===== config.mk =====
export PLATFORM = sky130hd
export DESIGN_NAME = booth_seq_ctrl
export DESIGN_NICKNAME = d
export VERILOG_FILES = /design/src/rtl/booth_seq_ctrl.sv
export SDC_FILE = /design/constraint.sdc
export NUM_CORES = 1
export LEC_CHECK = 0
export ABC_AREA = 1
export CAP_MARGIN = 20
export CELL_PAD_IN_SITES_DETAIL_PLACEMENT = 0
export CELL_PAD_IN_SITES_GLOBAL_PLACEMENT = 1
export CORE_ASPECT_RATIO = 0.6
export CORE_MARGIN = 2
export CORE_UTILIZATION = 45
export DETAILED_ROUTE_END_ITERATION = 12
export DONT_BUFFER_PORTS = 1
export PLACE_DENSITY = 0.8
export SYNTH_ARGS = -nofsm -noshare
export SYNTH_HDL_FRONTEND = slang
export SYNTH_SLANG_ARGS = --single-unit

===== constraint.sdc =====
create_clock -name clk -period 7.8 [get_ports clk]
set_input_delay 1.17 -clock clk [delete_from_list [all_inputs] [get_ports clk]]
set_output_delay 1.17 -clock clk [all_outputs]
set_load 0.1 [all_outputs]

===== src/rtl/booth_seq_ctrl.sv =====
// Iterative radix-4 Booth multiplier controller: scans the multiplier two bits per
// cycle, drives an external partial-product generator and accumulates a 2W-bit product.
module booth_seq_ctrl #(
    parameter int W      = 16,
    parameter int PP_LAT = 0
) (
    input  logic             clk,
    input  logic             rst,
    input  logic             in_valid,
    output logic             in_ready,
    input  logic [W-1:0]     x,
    input  logic [W-1:0]     y,
    output logic [W-1:0]     pp_y,
    output logic [2:0]       booth_bits,
    input  logic [W:0]       pp,
    input  logic             cpl,
    output logic             out_valid,
    input  logic             out_ready,
    output logic [2*W-1:0]   product
);

    // state | meaning
    // IDLE  | waiting for operands, in_ready high
    // RUN   | issuing Booth triplets and accumulating returned partial products
    // DONE  | product held, out_valid high until out_ready
    typedef enum logic [1:0] {
        IDLE = 2'd0,
        RUN  = 2'd1,
        DONE = 2'd2
    } state_t;

    localparam int N       = W / 2;
    localparam int RUN_CYC = N + PP_LAT;
    localparam int CW      = $clog2(RUN_CYC);
    localparam int KW      = $clog2(N);

    state_t           state_q, state_d;
    logic             ready_en_q;
    logic [CW-1:0]    cnt_q;
    logic [W:0]       xs_q;
    logic [KW-1:0]    k_q;
    logic [2*W-1:0]   acc_q;
    logic [2*W-1:0]   term;
    logic [2*W-1:0]   acc_d;
    logic             accept;
    logic             issue;
    logic             accum;
    logic             last;

    // cnt_q runs down from RUN_CYC-1; with a pipelined generator the first RUN
    // cycle returns nothing yet and the last RUN cycle issues nothing.
    assign issue  = (state_q == RUN) && ((PP_LAT == 0) || (cnt_q != '0));
    assign accum  = (state_q == RUN) && ((PP_LAT == 0) || (cnt_q != CW'(RUN_CYC - 1)));
    assign last   = (cnt_q == '0);
    assign accept = (state_q == IDLE) && in_valid && ready_en_q;

    assign booth_bits = issue ? xs_q[2:0] : 3'b000;

    assign term  = {{(W-1){pp[W]}}, pp} + {{(2*W-1){1'b0}}, cpl};
    assign acc_d = acc_q + (term << {k_q, 1'b0});

    always_ff @(posedge clk or posedge rst) begin
        if (rst) begin
            state_q <= IDLE;
        end else begin
            state_q <= state_d;
        end
    end

    always_comb begin
        state_d   = state_q;
        in_ready  = 1'b0;
        out_valid = 1'b0;
        case (state_q)
            IDLE: begin
                in_ready = ready_en_q;
                if (in_valid && ready_en_q) state_d = RUN;
            end
            RUN: begin
                if (last) state_d = DONE;
            end
            DONE: begin
                out_valid = 1'b1;
                if (out_ready) state_d = IDLE;
            end
            default: state_d = IDLE;
        endcase
    end

    // ready_en_q keeps in_ready low until the first clock after reset release
    always_ff @(posedge clk or posedge rst) begin
        if (rst) begin
            ready_en_q <= 1'b0;
            cnt_q      <= '0;
            xs_q       <= '0;
            k_q        <= '0;
            acc_q      <= '0;
            pp_y       <= '0;
            product    <= '0;
        end else begin
            ready_en_q <= 1'b1;
            if (accept) begin
                xs_q  <= {x, 1'b0};
                pp_y  <= y;
                acc_q <= '0;
                k_q   <= '0;
                cnt_q <= CW'(RUN_CYC - 1);
            end else if (state_q == RUN) begin
                cnt_q <= cnt_q - 1'b1;
                if (issue) xs_q <= {2'b00, xs_q[W:2]};
                if (accum) begin
                    acc_q <= acc_d;
                    k_q   <= k_q + 1'b1;
                end
                if (last) product <= acc_d;
            end
        end
    end

endmodule

# After elaboration in Yosys (flattened, before gate mapping)
# Index checks and enable logic that the tools add are counted.
dict set report classes {
  add_sub_neg 4
  eq_ne 5
  n_shift 1
  mux 15
  n_bitwise 1
  n_reduce_logical 8
}
# cell count
set op_table {}
lappend op_table {{two-way mux 32 bit} 2}
lappend op_table {{two-way mux 17 bit} 2}
lappend op_table {{adder 32 bit} 1}
lappend op_table {{<< shifter 32 x 4 -> 32 bit} 1}
lappend op_table {{adder 17 x 2 -> 18 bit} 1}
lappend op_table {{two-way mux 3 bit} 5}
lappend op_table {{two-way mux 2 bit} 3}
lappend op_table {{case mux 2 bit (3 select lines)} 1}
lappend op_table {{AND reduction 3 bit} 2}
lappend op_table {{!= test 2 x 1 -> 1 bit, second input constant} 2}
lappend op_table {{adder 3 x 1 -> 3 bit, second input constant} 1}
lappend op_table {{logical AND 1 bit} 3}
lappend op_table {{logical NOT 3 bit} 1}
lappend op_table {{subtractor 3 x 1 -> 3 bit, second input constant} 1}
lappend op_table {{== test 2 x 1 -> 1 bit, second input constant} 1}
lappend op_table {{== test 2 bit, second input constant} 1}
lappend op_table {{logical NOT 2 bit} 1}
lappend op_table {{two-way mux 1 bit} 2}
lappend op_table {{!= test 2 bit, second input constant} 1}
lappend op_table {{nonzero test 2 bit} 1}
lappend op_table {{inverter 1 bit} 1}
dict set report word_totals {
  register_bits 106
  in_bits 54
  output_inout_bits 53
  wordCells 42
}

# Logic depth before layout (Yosys ltp)
# Gate-level depths: netlist (run 1).
dict set report depth {
  depth_word 5
  depth_mapped 25
  mapped_depth_nobuf 25
}

# Least setup slack after synthesis (run 1)
# OpenSTA, ideal clock, no wires.
dict set report synth_path {
  path_kind {input to register}
  start {input port pp[0]}
  end {register product[29]}
  setup_time_ns 0.120
  arrival_time_ns 3.467
  required_ns 7.680
  setup_slack_ns 4.213
  cell_stages 23
  n_path_buf 0
  path_cell_list {ha_1 -> ha_1 -> nand2_2 -> inv_1 -> nand2_1 -> nand2_1 -> o21ai_1 -> nand2_1 -> o21ai_1 -> nand2_1 -> nand3_1 -> o21ai_1 -> ha_1 -> nand2_2 -> nor2_2 -> and3_1 -> nand2_1 -> nand2_1 -> nand2_1 -> nand2_1 -> nand2_1 -> nand3_1 -> nand2_1}
}
dict set report synth_via {
  elab_chain_len 3
}
# item line
set synth_rtl {}
lappend synth_rtl {{start: declaration} 15} ;# input logic [W:0] pp,
lappend synth_rtl {{adder 17 x 2 -> 18 bit} 59} ;# assign term = {{(W-1){pp[W]}}, pp} + {{(2*W-1){1'b0}}, cpl};
lappend synth_rtl {{<< shifter 32 x 4 -> 32 bit} 60} ;# assign acc_d = acc_q + (term << {k_q, 1'b0});
lappend synth_rtl {{adder 32 bit} 60}
lappend synth_rtl {{end signal: assignment} 99} ;# product <= '0;
lappend synth_rtl {{end signal: assignment} 115} ;# if (last) product <= acc_d;
lappend synth_rtl {{end: declaration} 19} ;# output logic [2*W-1:0] product
# No other way between the ends.
# A chain may end at the register's enable or synchronous reset.

# Worst setup path after layout (run 1)
dict set report layout_path {
  start {input port pp[0]}
  end {register acc_q[25]}
}
dict set report layout_via {
  elab_chain_len 5
}
# item line
set layout_rtl {}
lappend layout_rtl {{adder 17 x 2 -> 18 bit} 59}
lappend layout_rtl {{<< shifter 32 x 4 -> 32 bit} 60}
lappend layout_rtl {{adder 32 bit} 60}
lappend layout_rtl {{two-way mux 32 bit} 108} ;# end else if (state_q == RUN) begin
lappend layout_rtl {{two-way mux 32 bit} 102} ;# if (accept) begin
lappend layout_rtl {{end signal: assignment} 97} ;# acc_q <= '0;
lappend layout_rtl {{end signal: assignment} 105} ;# acc_q <= '0;
lappend layout_rtl {{end signal: assignment} 112} ;# acc_q <= acc_d;
lappend layout_rtl {{end: declaration} 42} ;# logic [2*W-1:0] acc_q;
# No other way between the ends. The select of a mux whose other input is x is not followed.

==> report_table.html, run 1 <==
<table>
<tr><th>Metric</th><th>Value</th></tr>
<tr><th colspan="2">Status</th></tr>
<tr><td>Run status</td><td>finished, final reports clean</td></tr>
<tr><th colspan="2">Global route</th></tr>
<tr><td>Overall overflow remaining after global route</td><td>0</td></tr>
<tr><td>Global-route wire length before repair</td><td>36,600 um</td></tr>
<tr><td>Number of global-route vias before repair</td><td>approximately 6,600</td></tr>
<tr><td>Maximum number of pins on one net before global-route repair</td><td>68</td></tr>
<tr><td>Antenna violations before repair</td><td>0</td></tr>
<tr><td>All-Layer GR Usage</td><td>26.5%</td></tr>
<tr><th colspan="2">Drt</th></tr>
<tr><td>DR DRC count</td><td>0</td></tr>
<tr><td>DRC marker count from the first detailed-route iteration</td><td>764</td></tr>
<tr><td>Avg Vias per Cell</td><td>slightly above 5</td></tr>
<tr><td>Average wire per cell in the routed design</td><td>16.3 um</td></tr>
<tr><td>Detailed-routing iteration count for the pre-antenna-repair pass</td><td>5</td></tr>
<tr><td>Vias after detailed routing</td><td>6,985</td></tr>
<tr><td>Count of nets left with antenna violations after detail routing</td><td>0</td></tr>
<tr><td>Total wire length after detailed routing</td><td>22,300 um</td></tr>
<tr><th colspan="2">CTS</th></tr>
<tr><td>Clock transition at the registers of the reported paths</td><td>around 0.08 ns</td></tr>
<tr><td>Number of buffers added by the clock tree synthesis step</td><td>9</td></tr>
<tr><td>Count of clock tree sinks</td><td>106</td></tr>
<tr><td>Number of levels in the clock H-tree</td><td>3</td></tr>
<tr><td>Number of cells upsized or downsized after cts</td><td>0</td></tr>
<tr><td>CTS Root Cell</td><td>sky130_fd_sc_hd__clkbuf_16</td></tr>
<tr><td>Buffer depth of the longest clock path</td><td>2</td></tr>
<tr><td>TritonCTS clock tree</td><td>yes</td></tr>
<tr><td>Buffers inserted during post-CTS setup optimization</td><td>0</td></tr>
<tr><td>Number of buffers inserted for hold repair after clock tree synthesis</td><td>0</td></tr>
<tr><td>Insertion delay of the later-clocked pin in the worst-skew pair</td><td>0.37 ns</td></tr>
<tr><th colspan="2">Worst setup path</th></tr>
<tr><td>Critical Path Start Type</td><td>input port</td></tr>
<tr><td>Req. time, crit path</td><td>8.05 ns</td></tr>
<tr><td>Largest stage delay on the critical path</td><td>0.39 ns</td></tr>
<tr><td>Category of the most critical setup path</td><td>input port to flop</td></tr>
<tr><td>Reg2reg end</td><td>acc_q[25]</td></tr>
<tr><td>Capturing instance or port of the critical path</td><td>acc_q[25]</td></tr>
<tr><td>Most used cell along the critical path</td><td>sky130_fd_sc_hd__nand2_1</td></tr>
<tr><td>Critical path data arrival time</td><td>4.30 ns</td></tr>
<tr><td>Kind of capture point of the worst setup path</td><td>flop</td></tr>
<tr><td>Start point of the critical path</td><td>pp[0]</td></tr>
<tr><td>Worst Reg2Reg Path Length in Cells</td><td>16</td></tr>
<tr><td>Worst-path cell chain</td><td>ha_1 -&gt; ha_1 -&gt; nand2_2 -&gt; inv_1 -&gt; nand2_1 -&gt; o21bai_1 -&gt; nand3_1 -&gt; nand3_1 -&gt; nand2_1 -&gt; o21ai_1 -&gt; ha_1 -&gt; nand2_1 -&gt; inv_1 -&gt; nand2_1 -&gt; nand2_1 -&gt; a21oi_1 -&gt; nor2_1 -&gt; nor2_1 -&gt; nand3_1 -&gt; nand3_1 -&gt; nand2_1</td></tr>
<tr><td>CP max FO</td><td>5</td></tr>
<tr><td>Startpoint of the most critical register-to-register path</td><td>k_q[0]</td></tr>
<tr><td>Setup slack of the most critical reg-to-reg path</td><td>about 4.3 ns</td></tr>
<tr><td>CP max-delay cell</td><td>sky130_fd_sc_hd__a21oi_1</td></tr>
<tr><th colspan="2">Logic synthesis</th></tr>
<tr><td>Count of state elements after synthesis</td><td>106</td></tr>
<tr><td>Number of cells produced by synthesis</td><td>1,149</td></tr>
<tr><td>Mean area per synthesized cell</td><td>6.60 um2</td></tr>
<tr><td>Post-Syn Nets</td><td>approximately 1,200</td></tr>
<tr><td>Number of warnings reported in the yosys synthesis log</td><td>0</td></tr>
<tr><td>Register area share after synthesis</td><td>35.0%</td></tr>
<tr><td>Proportion of netlist area held by the largest area contributor</td><td>between 30% and 40%</td></tr>
<tr><td>Largest area contributor in the netlist</td><td>sky130_fd_sc_hd__dfrtp_1</td></tr>
<tr><td>Leading cell types by total area after synthesis</td><td>sky130_fd_sc_hd__dfrtp_1, sky130_fd_sc_hd__nand2_1, sky130_fd_sc_hd__inv_1</td></tr>
<tr><td>Cell area after synthesis</td><td>0.00758 mm2</td></tr>
<tr><td>Count of distinct cell types in the synthesized netlist</td><td>42</td></tr>
<tr><th colspan="2">Finish</th></tr>
<tr><td>FF+latch area</td><td>about 0.0027 mm2</td></tr>
<tr><td>Antenna diode instance count</td><td>0</td></tr>
<tr><td>Layout area overhead</td><td>6.90%</td></tr>
<tr><td>Layout filler cell count</td><td>1,680</td></tr>
<tr><td>Multi-input logic area</td><td>~0.0042 mm2</td></tr>
<tr><td>Core Util, Final</td><td>49.6%</td></tr>
<tr><td>Proportion of layout cells with a drive suffix above 1</td><td>6.06%</td></tr>
<tr><td>Fin nets</td><td>roughly 1,200</td></tr>
<tr><th colspan="2">Floorplanning</th></tr>
<tr><td>Starting utilization of the core area</td><td>46.4%</td></tr>
<tr><td>Row cnt</td><td>36</td></tr>
<tr><td>Total core area</td><td>roughly 0.016 mm2</td></tr>
<tr><td># IOs</td><td>107</td></tr>
<tr><td>Die boundary height</td><td>105 um</td></tr>
<tr><td>Die outline width</td><td>172 um</td></tr>
<tr><td>Die ar.</td><td>0.0179 mm2</td></tr>
<tr><th colspan="2">Hold path</th></tr>
<tr><td>Worst min-delay path category</td><td>flop to flop</td></tr>
<tr><th colspan="2">STA</th></tr>
<tr><td>Skew final</td><td>0.0129 ns</td></tr>
<tr><td>Setup TNS</td><td>0 ns</td></tr>
<tr><td>Least-Margin Pin Slew</td><td>between 1 and 1.5 ns</td></tr>
<tr><td>Post-layout min period</td><td>about 4.0 ns</td></tr>
<tr><td>Maximum clock rate</td><td>0.247 GHz</td></tr>
<tr><td>Final Setup Violations</td><td>0</td></tr>
<tr><td>Setup repair after global routing missed its margin</td><td>no</td></tr>
<tr><td>Hold Fails Final Rpt</td><td>0</td></tr>
<tr><td>Tightest hold margin</td><td>between 0.5 and 0.6 ns</td></tr>
<tr><td>Post-route clock period utilization</td><td>about half</td></tr>
<tr><td>Count of final max-slew check failures</td><td>0</td></tr>
<tr><td>Worst slew margin</td><td>26.9%</td></tr>
<tr><th colspan="2">Place</th></tr>
<tr><td>Final estimated routing congestion in global placement</td><td>roughly 1</td></tr>
<tr><td>Post-DP HPWL</td><td>roughly 17,000 um</td></tr>
<tr><td>IO buf count</td><td>0</td></tr>
<tr><th colspan="2">Job</th></tr>
<tr><td>Reported max-cap violation count</td><td>0</td></tr>
</table>
==> registers in the layout, summed over array words and instances, names as in the netlist <==
name        count
ready_en_q      1
acc_q          32
product        32
state_q         2
cnt_q           3
k_q             3
xs_q           17
pp_y           16
==> Yosys cell counts, drive strengths merged <==
library cell / n
clkinv: 1
xor2: 2
clkbuf: 11
conb: 1
a21o: 2
a22oi: 2
nand3: 108
nor3b: 1
o211ai: 1
o21bai: 7
ha: 36
buf: 21
fa: 1
and3: 2
o21ai: 62
o22ai: 3
a21oi: 24
nor3: 3
a21boi: 1
nor2: 87
nand4: 6
nand3b: 7
o31ai: 1
nand2: 468
o221ai: 14
dfrtp: 106
or2: 3
inv: 153
xnor2: 15
==> metal layers <==
| layer | wire length, um | vias to the layer above | GRT usage (%) | share of wire (%) |
|---|---|---|---|---|
| li1 | - | 3594 | - | - |
| met1 | 12700 | 3147 | 45.4 | 57 |
| met2 | 7510 | 233 | 31.8 | 34 |
| met3 | 1990 | 11 | 6.74 | 8.9 |
| met4 | 140 | 0 | 4.60 | 0.63 |
| met5 | 0 | - | 0 | 0 |
==> layout make-up <==
class / count / share of cell area, %
multi-input combinational: 857 / 52.1
sequential: 106 / 32.7
timing repair buffer: 6 / 0.556
inverter: 154 / 7.16
clock inverter: 7 / 1.13
tap: 228 / 3.52
clock buffer: 9 / 2.78
==> cell usage in the layout, fill, tap and decap left out, types with 3 or more instances in the layout <==
master                      count
sky130_fd_sc_hd__buf_4          6
sky130_fd_sc_hd__nand2_2       10
sky130_fd_sc_hd__nand3_1      108
sky130_fd_sc_hd__clkbuf_16      9
sky130_fd_sc_hd__o22ai_1        3
sky130_fd_sc_hd__nor2_4         5
sky130_fd_sc_hd__o21ai_1       41
sky130_fd_sc_hd__xnor2_1       15
sky130_fd_sc_hd__inv_1        144
sky130_fd_sc_hd__nand4_1        5
sky130_fd_sc_hd__nor3_1         3
sky130_fd_sc_hd__clkinv_8       3
sky130_fd_sc_hd__o21ai_2        4
sky130_fd_sc_hd__o21ai_0       17
sky130_fd_sc_hd__dfrtp_1      106
sky130_fd_sc_hd__nor2_2        10
sky130_fd_sc_hd__o21bai_1       7
sky130_fd_sc_hd__nand2_1      457
sky130_fd_sc_hd__nor2_1        72
sky130_fd_sc_hd__inv_2          8
sky130_fd_sc_hd__ha_1          36
sky130_fd_sc_hd__o221ai_1      14
sky130_fd_sc_hd__nand3b_1       6
sky130_fd_sc_hd__a21oi_1       22
==> worst max-delay path: cells and delay by family <==
family                     cells  cell delay, ns
adders and majority gates      3            0.75
buffers and inverters          2            0.15
AOI/OAI and AO/OA              3            0.85
and+or+nand+nor               13            1.37
==> kinds of logic after synthesis <==
| logic type | synth area share (%) |
|---|---|
| flip-flops | 35.0 |
| other | 0.0495 |
| AND/OR/NAND/NOR | 37.9 |
| XOR/XNOR | 1.96 |
| AO/OA/AOI/OAI | 9.36 |
| buffers and inverters | 9.54 |
| adder cells (fa/ha/maj) | 6.20 |
==> stage by stage <==
step	cells	area [um2]	setup WS, ns
global placement	1351	7790	3.46
CTS	1367	8110	3.89
detailed placement	1351	7790	3.50
finish	1367	8110	3.75
floorplan	1149	7580	3.84
global route	1367	8110	3.47
==> worst min path at each step <==
stage                    from   endpoint  slack (ns)  depth (start not counted)
finish              acc_q[25]  acc_q[25]        0.50                          2
global placement     cnt_q[0]   cnt_q[0]        0.46                          1
global route        acc_q[25]  acc_q[25]        0.53                          2
detailed placement  acc_q[29]  acc_q[29]        0.47                          2
floorplan            cnt_q[0]   cnt_q[0]        0.45                          1
CTS                 acc_q[25]  acc_q[25]        0.50                          2
Power of run 1 is not shown: default switching activity piles up to over one toggle a cycle in this logic, so the estimate is an artifact.
==> inputs of run 2 (changes only) <==
Clock period 7.8 ns to 3.9 ns, I/O delays scaled along.
==> report_table.html, run 2 (same netlist as run 1, synthesis figures left out) <==
<table>
<tr><th>Metric</th><th>Value</th></tr>
<tr><th colspan="2">Floorplanning</th></tr>
<tr><td>Total core area</td><td>around 0.016 mm2</td></tr>
<tr><td># IOs</td><td>about 110</td></tr>
<tr><td>Row cnt</td><td>36</td></tr>
<tr><td>Starting utilization of the core area</td><td>a little under half</td></tr>
<tr><td>Die ar.</td><td>0.0179 mm2</td></tr>
<tr><td>Die outline width</td><td>172 um</td></tr>
<tr><td>Die boundary height</td><td>~100 um</td></tr>
<tr><th colspan="2">Hold path</th></tr>
<tr><td>Worst min-delay path category</td><td>input port to async pin</td></tr>
<tr><th colspan="2">Worst setup path</th></tr>
<tr><td>Kind of capture point of the worst setup path</td><td>flop</td></tr>
<tr><td>Req. time, crit path</td><td>4.12 ns</td></tr>
<tr><td>Start point of the critical path</td><td>pp[0]</td></tr>
<tr><td>Dominant delay contributor by cell family on the critical path</td><td>simple AND/OR/NAND/NOR gates</td></tr>
<tr><td>Reg2reg end</td><td>acc_q[13]</td></tr>
<tr><td>Setup slack of the most critical reg-to-reg path</td><td>0.84 ns</td></tr>
<tr><td>Startpoint of the most critical register-to-register path</td><td>k_q[0]</td></tr>
<tr><td>Largest stage delay on the critical path</td><td>0.52 ns</td></tr>
<tr><td>Worst-path cell chain</td><td>ha_1 -&gt; ha_1 -&gt; nand2_2 -&gt; nor2_4 -&gt; xnor2_1 -&gt; inv_1 -&gt; nand2_1 -&gt; o21ai_0 -&gt; o21ai_0 -&gt; o21ai_1 -&gt; ha_1 -&gt; nand2_2 -&gt; inv_1 -&gt; nand2_1 -&gt; nand2_1 -&gt; a21oi_1 -&gt; nand2_1 -&gt; xnor2_1 -&gt; o21ai_1</td></tr>
<tr><td>Count of cell instances traversed by the critical path</td><td>19</td></tr>
<tr><td>Worst Reg2Reg Path Length in Cells</td><td>13</td></tr>
<tr><td>Critical path data arrival time</td><td>3.69 ns</td></tr>
<tr><td>Critical path buffer and inverter count</td><td>2</td></tr>
<tr><td>Most used cell along the critical path</td><td>sky130_fd_sc_hd__nand2_1</td></tr>
<tr><td>CP max FO</td><td>5</td></tr>
<tr><td>Category of the most critical setup path</td><td>input port to flop</td></tr>
<tr><td>CP max-delay cell</td><td>sky130_fd_sc_hd__xnor2_1</td></tr>
<tr><td>Critical Path Start Type</td><td>input port</td></tr>
<tr><th colspan="2">STA</th></tr>
<tr><td>Maximum clock rate</td><td>0.288 GHz</td></tr>
<tr><td>Hold Fails Final Rpt</td><td>0</td></tr>
<tr><td>Count of final max-slew check failures</td><td>0</td></tr>
<tr><td>Post-route clock period utilization</td><td>89.0%</td></tr>
<tr><td>Skew final</td><td>0.0172 ns</td></tr>
<tr><td>Final Setup Violations</td><td>0</td></tr>
<tr><td>Setup repair after global routing missed its margin</td><td>no</td></tr>
<tr><td>Worst slew margin</td><td>29.7%</td></tr>
<tr><td>Post-layout min period</td><td>3.47 ns</td></tr>
<tr><td>Least-Margin Pin Slew</td><td>1.05 ns</td></tr>
<tr><td>Setup TNS</td><td>0 ns</td></tr>
<tr><th colspan="2">Finish</th></tr>
<tr><td>Commonest cells after routing, fill and taps aside</td><td>sky130_fd_sc_hd__nand2_1, sky130_fd_sc_hd__inv_1, sky130_fd_sc_hd__nand3_1, sky130_fd_sc_hd__dfrtp_1, sky130_fd_sc_hd__nor2_1</td></tr>
<tr><td>Fin nets</td><td>1,234</td></tr>
<tr><td>Antenna diode instance count</td><td>0</td></tr>
<tr><td>Layout area overhead</td><td>7.89%</td></tr>
<tr><td>Commonest non-fill, non-tap cell in the layout</td><td>sky130_fd_sc_hd__nand2_1</td></tr>
<tr><td>Proportion of layout cells with a drive suffix above 1</td><td>6.79%</td></tr>
<tr><td>Registers with the most flip-flops</td><td>acc_q x32, product x32, xs_q x17</td></tr>
<tr><th colspan="2">CTS</th></tr>
<tr><td>Number of levels in the clock H-tree</td><td>3</td></tr>
<tr><td>Insertion delay of the later-clocked pin in the worst-skew pair</td><td>roughly 0.37 ns</td></tr>
<tr><td>Buffers inserted during post-CTS setup optimization</td><td>0</td></tr>
<tr><td>CTS Root Cell</td><td>sky130_fd_sc_hd__clkbuf_16</td></tr>
<tr><td>Buffer depth of the longest clock path</td><td>2</td></tr>
<tr><td>Number of buffers added by the clock tree synthesis step</td><td>9</td></tr>
<tr><td>Count of clock tree sinks</td><td>106</td></tr>
<tr><td>TritonCTS clock tree</td><td>yes</td></tr>
<tr><td>Number of cells upsized or downsized after cts</td><td>0</td></tr>
<tr><td>Number of buffers inserted for hold repair after clock tree synthesis</td><td>0</td></tr>
<tr><td>Clock transition at the registers of the reported paths</td><td>0.09 ns</td></tr>
<tr><th colspan="2">Global route</th></tr>
<tr><td>All-Layer GR Usage</td><td>26.1%</td></tr>
<tr><td>Maximum number of pins on one net before global-route repair</td><td>60</td></tr>
<tr><td>Number of global-route vias before repair</td><td>6,444</td></tr>
<tr><td>Global-route wire length before repair</td><td>35,800 um</td></tr>
<tr><td>Antenna violations before repair</td><td>0</td></tr>
<tr><td>Overall overflow remaining after global route</td><td>0</td></tr>
<tr><th colspan="2">Job</th></tr>
<tr><td>Reported max-cap violation count</td><td>0</td></tr>
<tr><th colspan="2">Place</th></tr>
<tr><td>IO buf count</td><td>0</td></tr>
<tr><td>Final estimated routing congestion in global placement</td><td>0.987</td></tr>
<tr><td>Post-DP HPWL</td><td>approximately 18,000 um</td></tr>
<tr><th colspan="2">Drt</th></tr>
<tr><td>Avg Vias per Cell</td><td>just over 5</td></tr>
<tr><td>Vias after detailed routing</td><td>7,054</td></tr>
<tr><td>Average wire per cell in the routed design</td><td>16.2 um</td></tr>
<tr><td>Detailed-routing iteration count for the pre-antenna-repair pass</td><td>6</td></tr>
<tr><td>DR DRC count</td><td>0</td></tr>
<tr><td>DRC marker count from the first detailed-route iteration</td><td>708</td></tr>
<tr><td>Total wire length after detailed routing</td><td>22,200 um</td></tr>
<tr><td>Count of nets left with antenna violations after detail routing</td><td>0</td></tr>
<tr><th colspan="2">Status</th></tr>
<tr><td>Run status</td><td>finished, final reports clean</td></tr>
</table>
run 2: worst max-delay path by stage:
stage / to / slack [ns]
final: acc_q[13] / 0.43
after global routing: acc_q[13] / 0.18
after CTS: acc_q[13] / 0.50
after detailed placement: acc_q[13] / 0.13
after global placement: product[13] / 0.14
after floorplan: acc_q[0] / 0.53
run 2: worst register-to-register path, cell delays in order, from the launching register on:
cell and delay (ns):
sky130_fd_sc_hd__dfrtp_1 0.41, sky130_fd_sc_hd__inv_2 0.25, sky130_fd_sc_hd__o21ai_0 0.21, sky130_fd_sc_hd__or2_1 0.28, sky130_fd_sc_hd__o21ai_1 0.17, sky130_fd_sc_hd__ha_1 0.32
sky130_fd_sc_hd__nand2_2 0.13, sky130_fd_sc_hd__inv_1 0.05, sky130_fd_sc_hd__nand2_1 0.09, sky130_fd_sc_hd__nand2_1 0.10, sky130_fd_sc_hd__a21oi_1 0.12, sky130_fd_sc_hd__nand2_1 0.15
sky130_fd_sc_hd__xnor2_1 0.53, sky130_fd_sc_hd__o21ai_1 0.13
run 2: cell type report:
type	instances	area, um2
clock inverters	7	86.3
repair buffers	15	125
inverters	154	581
clock buffers	9	225
flip-flops and latches	106	2650
multi-input cells	857	4230
fillers	1701	8170
well taps	228	285
run 2: through the flow:
step           instance area, um2  hold slack (ns)  utilization (%)  worst slack (ns)  cells
2_1_floorplan                7580            0.448                -             0.526   1149
3_3_place_gp                 7870            0.464             48.1             0.144   1360
3_5_place_dp                 7870            0.474             48.1             0.134   1360
4_1_cts                      8180            0.174             50.0             0.501   1376
5_1_grt                      8180            0.201             50.0             0.185   1376
6_report                     8180            0.143             50.0             0.427   1376
run 2: layer usage:
layer | part of all wire, % | vias up | track usage (%)
met5 | 0 | - | 0
met4 | 0.54 | 0 | 4.06
met3 | 9.1 | 9 | 6.25
met2 | 34 | 224 | 30.8
met1 | 56 | 3208 | 45.6
li1 | - | 3613 | -
Power of run 2 is left out for the same reason.
